--- src/rtl/ripple_cnt_ctrl_pkg.sv ---
// Shared types and constants for the ripple counter sequencer.
package ripple_cnt_ctrl_pkg;

   // Depth of the synchronizer between the ripple chain and clk.
   localparam int SYNC_STAGES = 2;

   // Width of the shared cycle down-counter used by CLEAR, GAP and SETTLE.
   localparam int CYC_W = 8;

   typedef enum logic [2:0] {
      IDLE,
      CLEAR,
      CHECK,
      GAP,
      TICK,
      SETTLE,
      DONE
   } state_t;

endpackage

--- src/rtl/ripple_cnt_ctrl_if.sv ---
// Job interface of the ripple counter sequencer: request handshake, abort,
// status and result. The master side issues jobs, the slave side runs them.
interface ripple_cnt_ctrl_if #(
   parameter int WIDTH = 4
);
   logic             start_valid;
   logic             start_ready;
   logic [WIDTH-1:0] target;
   logic [7:0]       gap;
   logic             abort;
   logic             busy;
   logic             done;
   logic [WIDTH-1:0] count_o;
   logic             err_o;

   modport master (
      output start_valid, target, gap, abort,
      input  start_ready, busy, done, count_o, err_o
   );

   modport slave (
      input  start_valid, target, gap, abort,
      output start_ready, busy, done, count_o, err_o
   );
endinterface

--- src/rtl/cnt_sync.sv ---
// Multi-flop synchronizer bringing the asynchronous ripple counter outputs
// into the clk domain. The counter is only sampled after it has settled, so
// a plain per-bit synchronizer is sufficient (no gray coding needed).
module cnt_sync
   import ripple_cnt_ctrl_pkg::*;
#(
   parameter int WIDTH = 4
) (
   input  logic             clk,
   input  logic             rst_n,
   input  logic [WIDTH-1:0] cnt_q,
   output logic [WIDTH-1:0] sampled
);
   logic [WIDTH-1:0] sync_p [SYNC_STAGES];

   // Shift the raw counter value through the synchronizer chain.
   always_ff @(posedge clk or negedge rst_n) begin
      if (!rst_n) begin
         for (int i = 0; i < SYNC_STAGES; i++) begin
            sync_p[i] <= '0;
         end
      end else begin
         sync_p[0] <= cnt_q;
         for (int i = 1; i < SYNC_STAGES; i++) begin
            sync_p[i] <= sync_p[i-1];
         end
      end
   end

   assign sampled = sync_p[SYNC_STAGES-1];

endmodule

--- src/rtl/ripple_cnt_ctrl.sv ---
// Sequencer for an asynchronous D-flip-flop ripple counter. A job clears the
// counter, then repeatedly waits `gap` cycles, fires one tick, waits for the
// ripple to settle and compares the synchronized count with the target.
// Build macro RIPPLE_CNT_CTRL_CHECK_EN adds a shadow counter that flags a
// counter that does not follow the issued ticks (err_o); without it err_o is 0.
module ripple_cnt_ctrl
   import ripple_cnt_ctrl_pkg::*;
#(
   parameter int WIDTH      = 4,
   parameter int CLR_CYC    = 2,
   parameter int SETTLE_CYC = 3
) (
   input  logic             clk,
   input  logic             rst_n,
   ripple_cnt_ctrl_if.slave job,
   input  logic [WIDTH-1:0] cnt_q,
   output logic             cnt_tick,
   output logic             cnt_clr
);
   // Down-counter reload values: a state lasting N cycles loads N-1.
   localparam logic [CYC_W-1:0] CLR_LOAD    = CYC_W'(CLR_CYC - 1);
   localparam logic [CYC_W-1:0] SETTLE_LOAD = CYC_W'(SETTLE_CYC - 1);

   state_t           state;
   state_t           state_nxt;
   logic [CYC_W-1:0] cyc;
   logic [CYC_W-1:0] cyc_nxt;
   logic [WIDTH-1:0] target_r;
   logic [7:0]       gap_r;
   logic [WIDTH-1:0] sampled;
   logic             accept;
   logic             mismatch;

   cnt_sync #(
      .WIDTH(WIDTH)
   ) u_sync (
      .clk     (clk),
      .rst_n   (rst_n),
      .cnt_q   (cnt_q),
      .sampled (sampled)
   );

   // abort has priority over a new request, so it gates readiness.
   assign job.start_ready = (state == IDLE) && !job.abort;
   assign job.busy        = (state != IDLE);
   assign accept          = job.start_valid && job.start_ready;

`ifdef RIPPLE_CNT_CTRL_CHECK_EN
   logic [WIDTH-1:0] shadow;
   logic             err;

   assign mismatch  = (state == CHECK) && (sampled != shadow);
   assign job.err_o = err;

   // Shadow count follows the ticks issued; error is sticky until next accept.
   always_ff @(posedge clk or negedge rst_n) begin
      if (!rst_n) begin
         shadow <= '0;
         err    <= 1'b0;
      end else begin
         if (state == CLEAR) begin
            shadow <= '0;
         end else if (state == TICK) begin
            shadow <= shadow + 1'b1;
         end
         if (accept) begin
            err <= 1'b0;
         end else if (mismatch) begin
            err <= 1'b1;
         end
      end
   end
`else
   assign mismatch  = 1'b0;
   assign job.err_o = 1'b0;
`endif

   // Job parameters are plain data captured at accept; no reset needed.
   always_ff @(posedge clk) begin
      if (accept) begin
         target_r <= job.target;
         gap_r    <= job.gap;
      end
   end

   // Next-state and cycle down-counter; abort overrides everything but IDLE.
   always_comb begin
      state_nxt = state;
      cyc_nxt   = cyc;
      if (cyc != '0) begin
         cyc_nxt = cyc - 1'b1;
      end
      case (state)
         IDLE: begin
            if (accept) begin
               state_nxt = CLEAR;
               cyc_nxt   = CLR_LOAD;
            end
         end
         CLEAR: begin
            if (cyc == '0) begin
               state_nxt = CHECK;
            end
         end
         CHECK: begin
            if (mismatch || (sampled == target_r)) begin
               state_nxt = DONE;
            end else if (gap_r != 8'd0) begin
               state_nxt = GAP;
               cyc_nxt   = gap_r - 8'd1;
            end else begin
               state_nxt = TICK;
            end
         end
         GAP: begin
            if (cyc == '0) begin
               state_nxt = TICK;
            end
         end
         TICK: begin
            state_nxt = SETTLE;
            cyc_nxt   = SETTLE_LOAD;
         end
         SETTLE: begin
            if (cyc == '0) begin
               state_nxt = CHECK;
            end
         end
         DONE: begin
            state_nxt = IDLE;
         end
         default: begin
            state_nxt = IDLE;
         end
      endcase
      if ((state != IDLE) && job.abort) begin
         state_nxt = IDLE;
      end
   end

   // State and cycle counter registers.
   always_ff @(posedge clk or negedge rst_n) begin
      if (!rst_n) begin
         state <= IDLE;
         cyc   <= '0;
      end else begin
         state <= state_nxt;
         cyc   <= cyc_nxt;
      end
   end

   // Registered outputs: tick/clear drive the ripple chain and must be glitch-free.
   always_ff @(posedge clk or negedge rst_n) begin
      if (!rst_n) begin
         cnt_tick    <= 1'b0;
         cnt_clr     <= 1'b0;
         job.done    <= 1'b0;
         job.count_o <= '0;
      end else begin
         cnt_tick <= (state_nxt == TICK);
         cnt_clr  <= (state_nxt == CLEAR);
         job.done <= (state_nxt == DONE);
         if (state_nxt == DONE) begin
            job.count_o <= sampled;
         end
      end
   end

endmodule
--- src/flat_wrapper.sv ---
// flat-port wrapper written by rule: the top's interface ports become plain ports
module ripple_cnt_ctrl_flat import ripple_cnt_ctrl_pkg::*;
#(
   parameter int WIDTH      = 4,
   parameter int CLR_CYC    = 2,
   parameter int SETTLE_CYC = 3
)
  (clk, rst_n, cnt_q, cnt_tick, cnt_clr, job_start_valid, job_target, job_gap, job_abort, job_start_ready, job_busy, job_done, job_count_o, job_err_o);
  ripple_cnt_ctrl_if #(.WIDTH(WIDTH)) job_i ();
  input  logic clk;
  input  logic rst_n;
  input  logic [WIDTH-1:0] cnt_q;
  output logic cnt_tick;
  output logic cnt_clr;
  input wire logic [$bits(job_i.start_valid)-1:0] job_start_valid;
  input wire logic [$bits(job_i.target)-1:0] job_target;
  input wire logic [$bits(job_i.gap)-1:0] job_gap;
  input wire logic [$bits(job_i.abort)-1:0] job_abort;
  output wire logic [$bits(job_i.start_ready)-1:0] job_start_ready;
  output wire logic [$bits(job_i.busy)-1:0] job_busy;
  output wire logic [$bits(job_i.done)-1:0] job_done;
  output wire logic [$bits(job_i.count_o)-1:0] job_count_o;
  output wire logic [$bits(job_i.err_o)-1:0] job_err_o;
  assign job_i.start_valid = job_start_valid;
  assign job_i.target = job_target;
  assign job_i.gap = job_gap;
  assign job_i.abort = job_abort;
  assign job_start_ready = job_i.start_ready;
  assign job_busy = job_i.busy;
  assign job_done = job_i.done;
  assign job_count_o = job_i.count_o;
  assign job_err_o = job_i.err_o;
  ripple_cnt_ctrl #(.WIDTH(WIDTH), .CLR_CYC(CLR_CYC), .SETTLE_CYC(SETTLE_CYC)) u_core (.clk(clk), .rst_n(rst_n), .job(job_i), .cnt_q(cnt_q), .cnt_tick(cnt_tick), .cnt_clr(cnt_clr));
endmodule
--- config.mk ---
export PLATFORM = sky130hd
export DESIGN_NAME = ripple_cnt_ctrl_flat
export DESIGN_NICKNAME = d
export VERILOG_FILES = /design/src/rtl/ripple_cnt_ctrl_pkg.sv /design/src/rtl/ripple_cnt_ctrl_if.sv /design/src/rtl/cnt_sync.sv /design/src/rtl/ripple_cnt_ctrl.sv /design/src/flat_wrapper.sv
export SDC_FILE = /design/constraint.sdc
export NUM_CORES = 1
export LEC_CHECK = 0
export ABC_AREA = 1
export BUFFER_PORTS_ARGS = -buffer_cell sky130_fd_sc_hd__clkbuf_2
export CAP_MARGIN = 20
export CORE_MARGIN = 1
export CORE_UTILIZATION = 60
export DETAILED_ROUTE_END_ITERATION = 7
export HOLD_SLACK_MARGIN = 0.15
export PLACE_DENSITY = 0.84
export SETUP_SLACK_MARGIN = 0.4
export SLEW_MARGIN = 10
export SYNTH_ARGS = -nofsm -noshare
export SYNTH_HDL_FRONTEND = slang
export SYNTH_HIERARCHICAL = 1
export SYNTH_SLANG_ARGS = --single-unit
--- constraint.sdc ---
create_clock -name clk -period 3.01 [get_ports clk]
set_clock_uncertainty 0.15 [all_clocks]
set_input_delay 0.301 -clock clk [delete_from_list [all_inputs] [get_ports clk]]
set_output_delay 0.301 -clock clk [all_outputs]
set_load 0.005 [all_outputs]
==> results.cfg <==
[clocking]
post_cts_buffers = 0
clk_latency_ns = 0.34
path_clk_slew_ns = 0.10
cts_buffers = 5
cts_tree = yes
cts_sinks = 38
hold_buffers = 19
clockBufferDepth = 2
cts_max_level = 2
cts_root_buf = clkbuf_4
cts_resized = 0

[cells_and_area]
fillers = 217
final_cells = 295
utilization_pct = 76.8
syn2layout_area_growth_pct = 20.3
layout-drive-gt1-share_pct = 27.1
seq_area_um2 = 1010
mostFrequentLayoutCells = 45 x nand2_1, 28 x clkbuf_2, 26 x dfrtp_1, 21 x inv_1, 19 x dlygate4sd3_1
multi_input_area_um2 = 816
final_common_cell = nand2_1
antenna_cells = 0
final_nets = 274

[worst_setup_path]
cp_num_buf_inv = 1
cp.required_ns = 3.08
worstSetupPathType = reg -> reg
end_kind = flip-flop
cp-start-kind = flip-flop
critPathTopFamily = simple AND/OR/NAND/NOR gates
critical_path.max_stage_delay_ns = 0.46
cp-startpoint = u_core/state[0]
crit_chain = nor2_2, nand2_4, nor2_4, nand2_4, inv_1, nor2_1, nor2_1, nand2_1, nand2_1, o22ai_1
r2r-start = u_core/state[0]
cp_slowest_cell = dfrtp_1
cp_max_fo = 13
crit_arrival_ns = 2.16

[timing]
fmax_mhz = 477
setup_viol = 0
hold_violations = 0
maxSlewViolCount = 0
max_slew_margin_pct = 59.2
fin_crit_ns = 2.10
tns_ns = 0
final.period_utilization_pct = 69.6
fin_hold_ws_ns = 0.178
rsz0062_at_grt = no
worst_pin_slew_ns = 0.611

[synth]
synth-seq-cells = 38
yosys_warnings = 6
avgSynthCellArea_um2 = 9.78
syn-cell-area_um2 = 1970
ys_seq_area_share_pct = 51.4
ys_types = 29
syn_nets = 225
syn_inst = 201

[power_and_ir_drop]
swShare_pct = 41.0
ir_worst_vdd_mv = 0.459
internal-power_mw = 1.05
seqPwrFrac_pct = 41.5
p_leak_nw = 1.20
p_sw_uw = 731
power.density_nw_per_um2 = 754
pwr-share-comb_pct = 44.8
clkPwrFrac_pct = 13.7

[routing]
vias = 1431
drt_iter0_drc = 39
vias_per_cell = 4.85
totalWireLength_um = 3340
routedWlPerCell_um = 11.3
ant_nets = 0
firstDrtPassIters = 4
drcViolationCount = 0

[floorplan]
core_um2 = 3080
pin_count = 30
die_h_um = 59.2
start_util_pct = 63.9
die_x_um = 59.2
placementRows = 20
dieArea_um2 = 3510

[placed_design]
dpl.hpwl_um = 2470
place_inst = 268
portBuffers = 28
place.gp.congestion = 0.793

[grt]
gr-usage-met1_pct = 25.2
grt_pass1_vias = 1453
antenna_found_initial = 0
grt_use_met2_pct = 41.4
grt_usage_pct = 23.0
grt_util_met3_pct = 6.77
grt_start_max_net_pins = 27
overflow = 0
grt_pass1_wl_um = 5790
busiest_layer = met2

[run]
max-cap-violations = 0

[worst_hold_path]
hold_path.startpoint = job_abort
hp-class = in -> reg

[run_status]
outcome = finished clean
## logic make-up after synthesis
logic type,Yosys count,share of synthesized area (%)
AND/OR/NAND/NOR,100,28.1
AO/OA/AOI/OAI,15,5.73
adder cells (fa/ha/maj),4,2.55
buffers and inverters,32,7.07
XOR/XNOR,11,4.90
flip-flops,38,51.4
other,1,0.191
## registers in the layout, summed over array words and instances, names as in the netlist
name	cells
u_core/gap_r	8
u_core/u_sync/sampled	4
u_core/job.done	1
u_core/state	3
u_core/cnt_tick	1
u_core/job.count_o	4
u_core/target_r	4
u_core/cyc	8
u_core/u_sync/sync_p	4
u_core/cnt_clr	1
## layer usage
metal	part of all wire, %	up-vias
met3	3.6	6
met1	41	665
met4	1.4	0
met5	0	-
li1	-	732
met2	54	28
## Yosys cell counts, drive strengths merged
cell	instances	area, um^2
xor2	7	61.3
nand4	2	12.5
o211ai	2	15.0
o22ai	4	25.0
inv	27	101
conb	1	3.75
nand2	56	263
buf	5	37.5
nor2	23	151
ha	4	50.1
nand3	10	60.1
nor3	9	66.3
xnor2	4	35.0
o21bai	1	7.51
o21a	1	7.51
edfxtp	12	360
o21ai	3	15.0
dfrtp	26	651
a21oi	4	42.5
## per-stage QoR
stage / total power [mW] / setup slack (ns) / area [um^2]
finish: 1.78 / 0.914 / 2360
global route: 1.93 / 0.715 / 2360
CTS: 1.80 / 0.925 / 2360
detailed placement: 1.53 / 0.951 / 2120
global placement: 1.50 / 1.04 / 2120
floorplan: 1.36 / 1.18 / 1970
## cell type report
cell class              instances  share of cell area (%)
clock buffers                   6                    1.75
well taps                      44                    2.33
multi-input cells             131                    34.5
repair buffers                 47                    14.0
flip-flops and latches         38                    42.8
inverters                      27                    4.29
clock inverters                 2                   0.423
## path summary, 6_finish.rpt
path / endpoint / slack [ns] / cells after the start
setup / recovery: u_core/cyc[4] / 0.91 / 10
hold / removal: u_core/cnt_tick / 0.18 / 4
setup reg to reg: u_core/cyc[4] / 0.91 / 10
hold reg to reg: u_core/u_sync/sampled[3] / 0.21 / 0
max in group asynchronous: u_core/u_sync/sampled[3] / 1.96 / 2
min in group asynchronous: u_core/u_sync/sync_p[4] / 0.35 / 2
## tightest hold or removal path, cell delays in order
cell and delay (ns):
clkbuf_2 0.12, nand2_1 0.09, nand2_1 0.09, nor3_2 0.04
## power by group through the flow
stage	clock network [mW]	logic, mW	registers (mW)
floorplan	0	0.619	0.737
global placement	0	0.756	0.749
detailed placement	0	0.774	0.752
global route	0.279	0.896	0.756
CTS	0.254	0.801	0.741
finish	0.244	0.800	0.740
(Power assumes the default switching activity.)
